**config.mk**
```make
export PLATFORM = sky130hd
export DESIGN_NAME = pack_sequencer
export DESIGN_NICKNAME = d
export VERILOG_FILES = /design/src/rtl/pack_seq_pkg.sv /design/src/rtl/pack_col_table.sv /design/src/rtl/pack_sequencer.sv
export SDC_FILE = /design/constraint.sdc
export NUM_CORES = 1
export LEC_CHECK = 0
export CAP_MARGIN = 25
export CORE_ASPECT_RATIO = 1.25
export CORE_UTILIZATION = 62
export DETAILED_ROUTE_END_ITERATION = 12
export HOLD_SLACK_MARGIN = 0.08
export PLACE_DENSITY = 0.84
export SYNTH_ARGS = -nofsm -noshare
export SYNTH_HDL_FRONTEND = slang
export SYNTH_SLANG_ARGS = --single-unit
```
**constraint.sdc**
```tcl
create_clock -name clock -period 6.8 [get_ports clock]
set_input_delay 1.02 -clock clock [delete_from_list [all_inputs] [get_ports clock]]
set_output_delay 1.02 -clock clock [all_outputs]
set_load 0.05 [all_outputs]
```
**src/rtl/pack_seq_pkg.sv**
```systemverilog
// rtl/pack_seq_pkg.sv - shared types and constants for the column pack sequencer
package pack_seq_pkg;

  localparam int LINE_BYTES = 64;

  typedef enum logic [2:0] {
    IDLE,
    WAIT_LINE,
    ISSUE,
    FLUSH,
    DRAIN,
    DONE
  } state_t;

  typedef struct packed {
    logic [5:0] offset;
    logic [6:0] width;
  } col_desc_t;

endpackage

```
**src/rtl/pack_col_table.sv**
```systemverilog
// rtl/pack_col_table.sv - column descriptor register file, one write port, one async read port
module pack_col_table
  import pack_seq_pkg::*;
#(
  parameter int MAX_COLS = 8,
  localparam int IDX_W = $clog2(MAX_COLS)
) (
  input  logic             clock,
  input  logic             resetn,
  input  logic             we,
  input  logic [IDX_W-1:0] widx,
  input  logic [5:0]       woffset,
  input  logic [6:0]       wwidth,
  input  logic [IDX_W-1:0] ridx,
  output logic [5:0]       roffset,
  output logic [6:0]       rwidth
);

  col_desc_t mem [MAX_COLS];

  always_ff @(posedge clock) begin
    if (!resetn) begin
      for (int i = 0; i < MAX_COLS; i++) mem[i] <= '0;
    end else if (we) begin
      mem[widx] <= '{offset: woffset, width: wwidth};
    end
  end

  assign roffset = mem[ridx].offset;
  assign rwidth  = mem[ridx].width;

endmodule

```
**src/rtl/pack_sequencer.sv**
```systemverilog
// rtl/pack_sequencer.sv - issues per-column packer commands per row line, mirrors packer fill,
// flushes the partial last beat and reports done.
module pack_sequencer
  import pack_seq_pkg::*;
#(
  parameter int MAX_COLS = 8,
  parameter int ROW_W = 32,
  localparam int IDX_W = $clog2(MAX_COLS),
  localparam int CNT_W = IDX_W + 1
) (
  input  logic             clock,
  input  logic             resetn,
  input  logic             cfg_start,
  input  logic [ROW_W-1:0] cfg_row_count,
  input  logic [CNT_W-1:0] cfg_col_count,
  input  logic             tbl_we,
  input  logic [IDX_W-1:0] tbl_idx,
  input  logic [5:0]       tbl_offset,
  input  logic [6:0]       tbl_width,
  input  logic             line_valid,
  output logic             line_ready,
  output logic             pk_valid,
  output logic [5:0]       pk_offset,
  output logic [15:0]      pk_size,
  output logic             pk_pad,
  output logic             pk_consumed,
  output logic             wr_valid,
  input  logic             wr_ready,
  output logic             busy,
  output logic             done,
  output logic [ROW_W-1:0] beats_written
);

  state_t           state, state_next;
  logic [7:0]       fill;
  logic [ROW_W-1:0] row, row_count;
  logic [IDX_W-1:0] col;
  logic [CNT_W-1:0] col_count;
  logic [5:0]       rd_offset;
  logic [6:0]       rd_width;
  logic             issue_ok, last_col, last_row, drain_empty;
  logic             start_acc, col_step;
  logic [5:0]       rem_after;

  pack_col_table #(.MAX_COLS(MAX_COLS)) u_table (
    .clock   (clock),
    .resetn  (resetn),
    .we      (tbl_we & ~busy),
    .widx    (tbl_idx),
    .woffset (tbl_offset),
    .wwidth  (tbl_width),
    .ridx    (col),
    .roffset (rd_offset),
    .rwidth  (rd_width)
  );

  assign wr_valid    = fill >= 8'(LINE_BYTES);
  assign pk_consumed = wr_valid & wr_ready;
  assign issue_ok    = ~wr_valid | pk_consumed;
  assign busy        = state != IDLE;
  assign last_col    = ({1'b0, col} + CNT_W'(1)) == col_count;
  assign last_row    = (row + ROW_W'(1)) >= row_count;
  // A consume removes a whole line, so the residue mod 64 depends only on what is added.
  assign rem_after   = fill[5:0] + rd_width[5:0];
  assign drain_empty = (fill == 8'd0) | ((fill == 8'(LINE_BYTES)) & pk_consumed);

  always_comb begin
    state_next = state;
    line_ready = 1'b0;
    pk_valid   = 1'b0;
    pk_offset  = 6'd0;
    pk_size    = 16'd0;
    pk_pad     = 1'b0;
    done       = 1'b0;
    start_acc  = 1'b0;
    col_step   = 1'b0;
    case (state)
      IDLE: begin
        if (cfg_start) begin
          start_acc  = 1'b1;
          state_next = (cfg_row_count == '0) ? DONE : WAIT_LINE;
        end
      end
      WAIT_LINE: begin
        line_ready = 1'b1;
        if (line_valid) state_next = ISSUE;
      end
      ISSUE: begin
        if (issue_ok) begin
          pk_valid  = rd_width != 7'd0;
          pk_offset = rd_offset;
          pk_size   = {9'd0, rd_width};
          col_step  = 1'b1;
          if (last_col) begin
            if (!last_row)              state_next = WAIT_LINE;
            else if (rem_after != 6'd0) state_next = FLUSH;
            else                        state_next = DRAIN;
          end
        end
      end
      FLUSH: begin
        if (issue_ok) begin
          pk_valid   = 1'b1;
          pk_pad     = 1'b1;
          pk_size    = {9'd0, 7'(LINE_BYTES) - {1'b0, fill[5:0]}};
          state_next = DRAIN;
        end
      end
      DRAIN: begin
        if (drain_empty) state_next = DONE;
      end
      DONE: begin
        done       = 1'b1;
        state_next = IDLE;
      end
      default: state_next = IDLE;
    endcase
  end

  always_ff @(posedge clock) begin
    if (!resetn) begin
      state         <= IDLE;
      fill          <= 8'd0;
      row           <= '0;
      row_count     <= '0;
      col           <= '0;
      col_count     <= '0;
      beats_written <= '0;
    end else begin
      state <= state_next;
      fill  <= fill + (pk_valid ? pk_size[7:0] : 8'd0)
                    - (pk_consumed ? 8'(LINE_BYTES) : 8'd0);
      if (pk_consumed) beats_written <= beats_written + ROW_W'(1);
      if (start_acc) begin
        row_count     <= cfg_row_count;
        col_count     <= (cfg_col_count == '0 || cfg_col_count > CNT_W'(MAX_COLS))
                         ? CNT_W'(MAX_COLS) : cfg_col_count;
        row           <= '0;
        col           <= '0;
        beats_written <= '0;
      end
      if (state == WAIT_LINE && line_valid) col <= '0;
      if (col_step) begin
        if (last_col) begin
          col <= '0;
          row <= row + ROW_W'(1);
        end else begin
          col <= col + IDX_W'(1);
        end
      end
    end
  end

endmodule

```
==> impl_metrics.ini, run 1 <==
[outcome]
status = finished, final reports clean

[global_route]
antenna_found_initial = 0
grt_pass1_vias = 8742
overflow = 0
track_usage_pct = 26.83
grt_pass1_wl_mm = 42.29
grt_max_degree = 98

[hold_path]
hold_depth = 2
hold_class = reg2reg
hp-start = row_count[21]$_SDFFE_PN0P_
hold_path_end = row_count[21]$_SDFFE_PN0P_

[flow_run]
cap_violations = 0

[clocking]
cts_setup_buffers = 0
clk_latency_ns = 0.52
cts.path.max_buffers = 3
cts_resized = 0
cts_buffers = 23
h-tree-depth = 1
cts.sinks = 221
cts_tree = built
cts.reportedPaths.clkPinSlew_ns = 0.06
postCtsHoldBufs = 0
root_buffer = clkbuf_16

[timing]
finalCritPeriodShare_pct = 72.72
hold_viol = 0
relSlewSlack_pct = 28.69
max_freq_mhz = 202.2
whs_ns = 0.4642
setup_viol = 0
period_minus_slack_ns = 4.945
fin_tns_setup_ns = 0
rsz0062_at_grt = no
tightest_slew_ns = 1.066
slew_violations = 0
skew_ns = 0.01008

[worst_setup_path]
reg2reg_depth = 15
cp-start-kind = flop
crit_required_ns = 5.78
r2r-end = fill[6]$_SDFF_PN0_
criticalPathCategory = reg2out
r2r_slack_ns = 2.71
worstPathArrival_ns = 3.92
crit_path_end_kind = primary output
worst-path-max-fanout = 18

[floorplan]
core_area_sq_um = 18780
fp.dieArea_sq_um = 19770
die_h_um = 157.0
start_util_pct = 63.42
pin_count = 119
row_count = 56
die_w_um = 126.0

[synthesis]
ys_warn_count = 0
synthTopCellsByCount = and2_1, nand2_1, dfxtp_1, edfxtp_1, nor2_1
async_reset_ff_share_pct = 0
synthSimpleGateAreaFrac_pct = 21.77
synth_compound_area_share_pct = 9.687
synth_area_leaders = edfxtp_1, dfxtp_1, and2_1, ha_1, mux4_2
yosys.area_share.adder_pct = 5.905
synthCells = 1199
yosysSeqAreaShare_pct = 45.89
synth_top_cell_by_area = edfxtp_1
synth_edf_count = 104
synth_xor_area_share_pct = 5.495
synth_area_sq_um = 11910
synthMuxAreaShare_pct = 6.430
synth_seq_cells = 221
ys_types = 64
synth-main-ff-cell = dfxtp_1
postSynthAreaPerCell_sq_um = 9.932
synth_top_family_by_area = simple AND/OR/NAND/NOR gates
yosys.area.top_type_share_pct = 26.22

[routing]
avgRoutedWirePerCell_um = 17.08
vias_per_cell = 5.826
wl_mm = 26.23
drtAntennaViolNets = 0
route.detailed.drc = 0
drtIter0Drc = 506
drtPass1Iterations = 5
num_vias = 8949

[place]
gp_congestion = 0.7936
io_buffer_count = 109
place_area_sq_um = 13090
dp_hpwl_mm = 17.62

[finish]
fin_util_pct = 74.31
design_area_sq_um = 13950
antenna_cells = 0
area_growth_syn_to_layout_pct = 17.18
drive_above_1_share_pct = 6.748
nets = 1400

[power]
p_per_area_nw_per_um2 = 246.9
p_leak_nw = 5.372
ir_drop_mv = 0.2191
==> power by group <==
part / total [W] / internal, W / switching (W) / leakage (nW)
combinational: 0.000583 / 0.000250 / 0.000332 / 2.94
sequential: 0.00149 / 0.00145 / 0.0000397 / 2.03
clock: 0.00137 / 0.000853 / 0.000517 / 0.410
==> cell usage in the layout (no fill, tap or decap), drive strengths merged, types with 37 or more instances in the layout <==
| cell type | Yosys | routed |
|---|---|---|
| ha | 53 | 53 |
| nand2 | 119 | 119 |
| inv | 66 | 67 |
| edfxtp | 104 | 104 |
| nor2 | 81 | 81 |
| a21oi | 48 | 48 |
| o21ai | 37 | 37 |
| xor2 | 40 | 40 |
| a21boi | 46 | 46 |
| clkdlybuf4s50 | 0 | 108 |
| dfxtp | 117 | 117 |
| and2 | 120 | 120 |
==> state kept, by name, indices dropped and copies added (netlist names), named ones only <==
register / flops
u_table.mem: 104
beats_written: 32
row: 32
row_count: 32
fill: 8
col_count: 4
col: 3
state: 3
==> cell type report <==
| class | instances | area [sq um] |
|---|---|---|
| clock inverter | 10 | 153.9 |
| inverter | 66 | 247.7 |
| sequential | 221 | 5465 |
| clock buffer | 32 | 683.2 |
| fill | 1332 | 4823 |
| timing repair buffer | 122 | 1204 |
| tap | 232 | 290.3 |
| multi-input combinational | 853 | 5911 |
==> logic make-up (layout without fill, tap and decap cells) <==
kind of cell | after synthesis | in the layout
mux | 41 | 41
compound gates | 181 | 181
simple gates | 494 | 494
other cells | 1 | 9
fa+ha+maj | 55 | 55
flops | 221 | 221
buf+inv | 133 | 230
xor+xnor | 73 | 73
==> per-stage QoR <==
step           cells  total power [W]  worst slack (ns)
2_1_floorplan   1207         0.001939             3.003
3_3_place_gp    1493         0.002081             2.316
3_5_place_dp    1493         0.002098             2.302
4_1_cts         1535         0.003458             1.776
5_1_grt         1536         0.003588             1.659
6_report        1536         0.003445             1.855
==> critical path, cell delays in order, from the launching register on <==
cell and delay, ns:
dfxtp_1 0.65, buf_4 0.43, mux4_2 0.54, mux2i_1 0.33, and3_1 0.21, a31oi_1 0.08
or4_1 0.44, clkdlybuf4s50_1 0.72
==> routing by layer <==
layer | routed length [um] | up-vias | GRT usage [%]
met2 | 13600 | 295 | 50.25
met5 | 0 | - | 0
li1 | - | 4358 | -
met3 | 1530 | 65 | 3.943
met4 | 711 | 0 | 9.122
met1 | 10390 | 4231 | 31.25
==> worst max path at each step <==
| stage | to | cells past startpoint | slack [ns] | from |
|---|---|---|---|---|
| floorplan | fill[7]$_SDFF_PN0_ | 11 | 3.00 | wr_ready |
| global placement | pk_size[5] | 5 | 2.32 | wr_ready |
| detailed placement | pk_size[5] | 5 | 2.30 | wr_ready |
| CTS | pk_valid | 7 | 1.78 | flop |
| global route | pk_valid | 7 | 1.66 | flop |
| finish | pk_valid | 7 | 1.86 | flop |
(Power assumes the default switching activity.)
==> run 2, diff against run 1 <==
--- a/config.mk
+++ b/config.mk
@@ -7,10 +7,10 @@
 export LEC_CHECK = 0
 export CAP_MARGIN = 25
 export CORE_ASPECT_RATIO = 1.25
-export CORE_UTILIZATION = 62
+export CORE_UTILIZATION = 52
 export DETAILED_ROUTE_END_ITERATION = 12
 export HOLD_SLACK_MARGIN = 0.08
-export PLACE_DENSITY = 0.84
+export PLACE_DENSITY = 0.75
 export SYNTH_ARGS = -nofsm -noshare
 export SYNTH_HDL_FRONTEND = slang
 export SYNTH_SLANG_ARGS = --single-unit
==> constraint.sdc (replaced) <==
create_clock -name clock -period 4.12 [get_ports clock]
set_input_delay 0.618 -clock clock [delete_from_list [all_inputs] [get_ports clock]]
set_output_delay 0.618 -clock clock [all_outputs]
set_load 0.05 [all_outputs]
==> run 2 against run 1 <==
Die area up 19%. Clock power rose by 69%. First-iteration DRC count decreased by 8.1%. Cell area rose by 1.3%. Setup slack lost 1.6 ns. Sequential cell count is the same. Register-to-register slack worse by 2.2 ns. Clock skew rose by 0.017 ns. Total power increased by 67%. Non-clock buffer count is 18 higher. Worst hold slack hardly changed. Largest cell class unchanged. Highest routed layer unchanged.
==> impl_metrics.ini, run 2 (same netlist as run 1, synthesis figures left out) <==
[outcome]
status = finished, final reports clean

[finish]
nets = 1419
final_cell_mix = nand2_1, and2_1, dfxtp_1, edfxtp_1, clkdlybuf4s50_1
seq_area_sq_um = 5465
largest_reg_flops = 104
drive_above_1_share_pct = 8.157
fin_util_pct = 63.19
multi_input_area_sq_um = 5903
antenna_cells = 0
finalNonFillerCells = 1607
area_growth_syn_to_layout_pct = 18.66
n_fill_cell = 1817
largest-register = u_table.mem

[timing]
relSlewSlack_pct = 44.09
skew_ns = 0.02680
fin_tns_setup_ns = 0
rsz0062_at_grt = no
hold_viol = 0
max_freq_mhz = 257.5
period_minus_slack_ns = 3.883
tightest_slew_ns = 0.8387
slew_violations = 0
finalCritPeriodShare_pct = 94.25
setup_viol = 0

[worst_setup_path]
cp-start-kind = flop
cpPeakStageDelay_ns = 0.58
critPathSlowestCell = mux4_1
worst-path-max-fanout = 7
worstPathArrival_ns = 3.26
crit_required_ns = 3.50
path_common_cell = buf_4
criticalPathCategory = reg2out
worstReg2RegStart = row[11]$_SDFF_PN0_
crit_path_end_kind = primary output
r2r_slack_ns = 0.54
reg2reg_depth = 15
path_cells = buf_4, mux4_1, mux2i_1, and3_1, a31oi_1, or4_1, buf_4
r2r-end = state[2]$_SDFFE_PN0P_

[clocking]
root_buffer = clkbuf_16
h-tree-depth = 1
cts.sinks = 221
postCtsHoldBufs = 0
cts.reportedPaths.clkPinSlew_ns = 0.06
cts_resized = 0
cts_buffers = 24
clk_latency_ns = 0.54
cts_tree = built
cts.path.max_buffers = 3
cts_setup_buffers = 0

[routing]
wl_mm = 26.55
vias_per_cell = 5.544
drtPass1Iterations = 5
num_vias = 8910
drtIter0Drc = 465
route.detailed.drc = 0
drtAntennaViolNets = 0
avgRoutedWirePerCell_um = 16.52

[global_route]
grt_max_degree = 89
overflow = 0
grt_pass1_vias = 8488
track_usage_pct = 23.13
antenna_found_initial = 0
grt_pass1_wl_mm = 42.42

[power]
power_frac_comb_pct = 16.7
netSwitchingFraction_pct = 26.46
p_per_area_nw_per_um2 = 406.5
ir_drop_mv = 0.5646
p_leak_nw = 5.466
clockPowerShare_pct = 40.4
p_seq_share_pct = 42.9
p_switching_w = 0.001520
internal_power_w = 0.004224

[place]
io_buffer_count = 109
dp_hpwl_mm = 18.40
dp.cells = 1562
gp_congestion = 0.8589

[floorplan]
fp.dieArea_sq_um = 23510
core_area_sq_um = 22360
pin_count = 119
die_h_um = 171.2
start_util_pct = 53.25
row_count = 61
die_w_um = 137.4

[hold_path]
hold_depth = 2
hold_class = reg2reg
hp-start = row_count[29]$_SDFFE_PN0P_
hold_path_end = row_count[29]$_SDFFE_PN0P_

[flow_run]
cap_violations = 0
==> run 2: cell count changes in the layout (fill, tap and decap cells not counted), moves of 2 or more <==
cell | previous run | this run
buf_4 | 12 | 35
clkbuf_1 | 1 | 4
clkbuf_2 | 2 | 0
clkbuf_8 | 5 | 1
clkdlybuf4s50_1 | 108 | 103
clkinv_2 | 1 | 3
o21ai_1 | 4 | 6
o21ai_2 | 2 | 0
==> run 2: through the flow <==
stage                     setup slack [ns]  cell area (sq um)  total power [W]  hold slack (ns)
after global routing               0.06478              14130         0.005983           0.4892
final                               0.2370              14130         0.005744           0.4642
after CTS                           0.1870              14120         0.005785           0.4687
after detailed placement            0.4641              13270         0.003475           0.4604
after floorplan                     0.7247              11940         0.003200           0.4415
after global placement              0.5709              13270         0.003461           0.4539
==> run 2: power by group through the flow <==
| stage | registers, W | clock network [W] | logic [W] |
|---|---|---|---|
| after floorplan | 0.00249 | 0 | 0.000708 |
| after global placement | 0.00251 | 0 | 0.000954 |
| after detailed placement | 0.00251 | 0 | 0.000965 |
| after CTS | 0.00246 | 0.00235 | 0.000970 |
| after global routing | 0.00247 | 0.00244 | 0.00107 |
| final | 0.00246 | 0.00232 | 0.000961 |
==> run 2: layout make-up <==
class	count	area share [%]
multi-input combinational	853	41.77
sequential	221	38.68
timing repair buffer	140	9.270
clock buffer	29	4.454
tap	283	2.506
inverter	66	1.753
clock inverter	15	1.567
==> run 2: per-layer routing <==
metal | up-vias | GRT usage, % | routed length, um
met4 | 0 | 8.313 | 724
met3 | 51 | 3.537 | 1578
met5 | - | 0 | 0
li1 | 4402 | - | -
met1 | 4216 | 28.06 | 11030
met2 | 241 | 41.19 | 13220
==> run 2: how the worst max path moves through the flow <==
| stage | end | depth (start not counted) |
|---|---|---|
| final | pk_valid | 7 |
| after global routing | pk_valid | 7 |
| after CTS | pk_valid | 7 |
| after detailed placement | fill[6]$_SDFF_PN0_ | 15 |
| after global placement | fill[6]$_SDFF_PN0_ | 15 |
| after floorplan | fill[7]$_SDFF_PN0_ | 11 |
==> run 2: worst max-delay path: cells and delay by family, from the launching register on <==
| family | cells | cell delay [ns] |
|---|---|---|
| DFF | 1 | 0.54 |
| muxes | 2 | 0.91 |
| and+or+nand+nor | 2 | 0.69 |
| buffers and inverters | 2 | 0.49 |
| AOI/OAI and AO/OA | 1 | 0.10 |
==> run 3, diff against run 2 <==
--- a/config.mk
+++ b/config.mk
@@ -8,6 +8,7 @@
 export CAP_MARGIN = 25
 export CORE_ASPECT_RATIO = 1.25
 export CORE_UTILIZATION = 52
+export CTS_CLUSTER_SIZE = 14
 export DETAILED_ROUTE_END_ITERATION = 12
 export HOLD_SLACK_MARGIN = 0.08
 export PLACE_DENSITY = 0.75
==> results of run 3 <==
The final DEF is identical to that of run 2; final timing and power are the same.
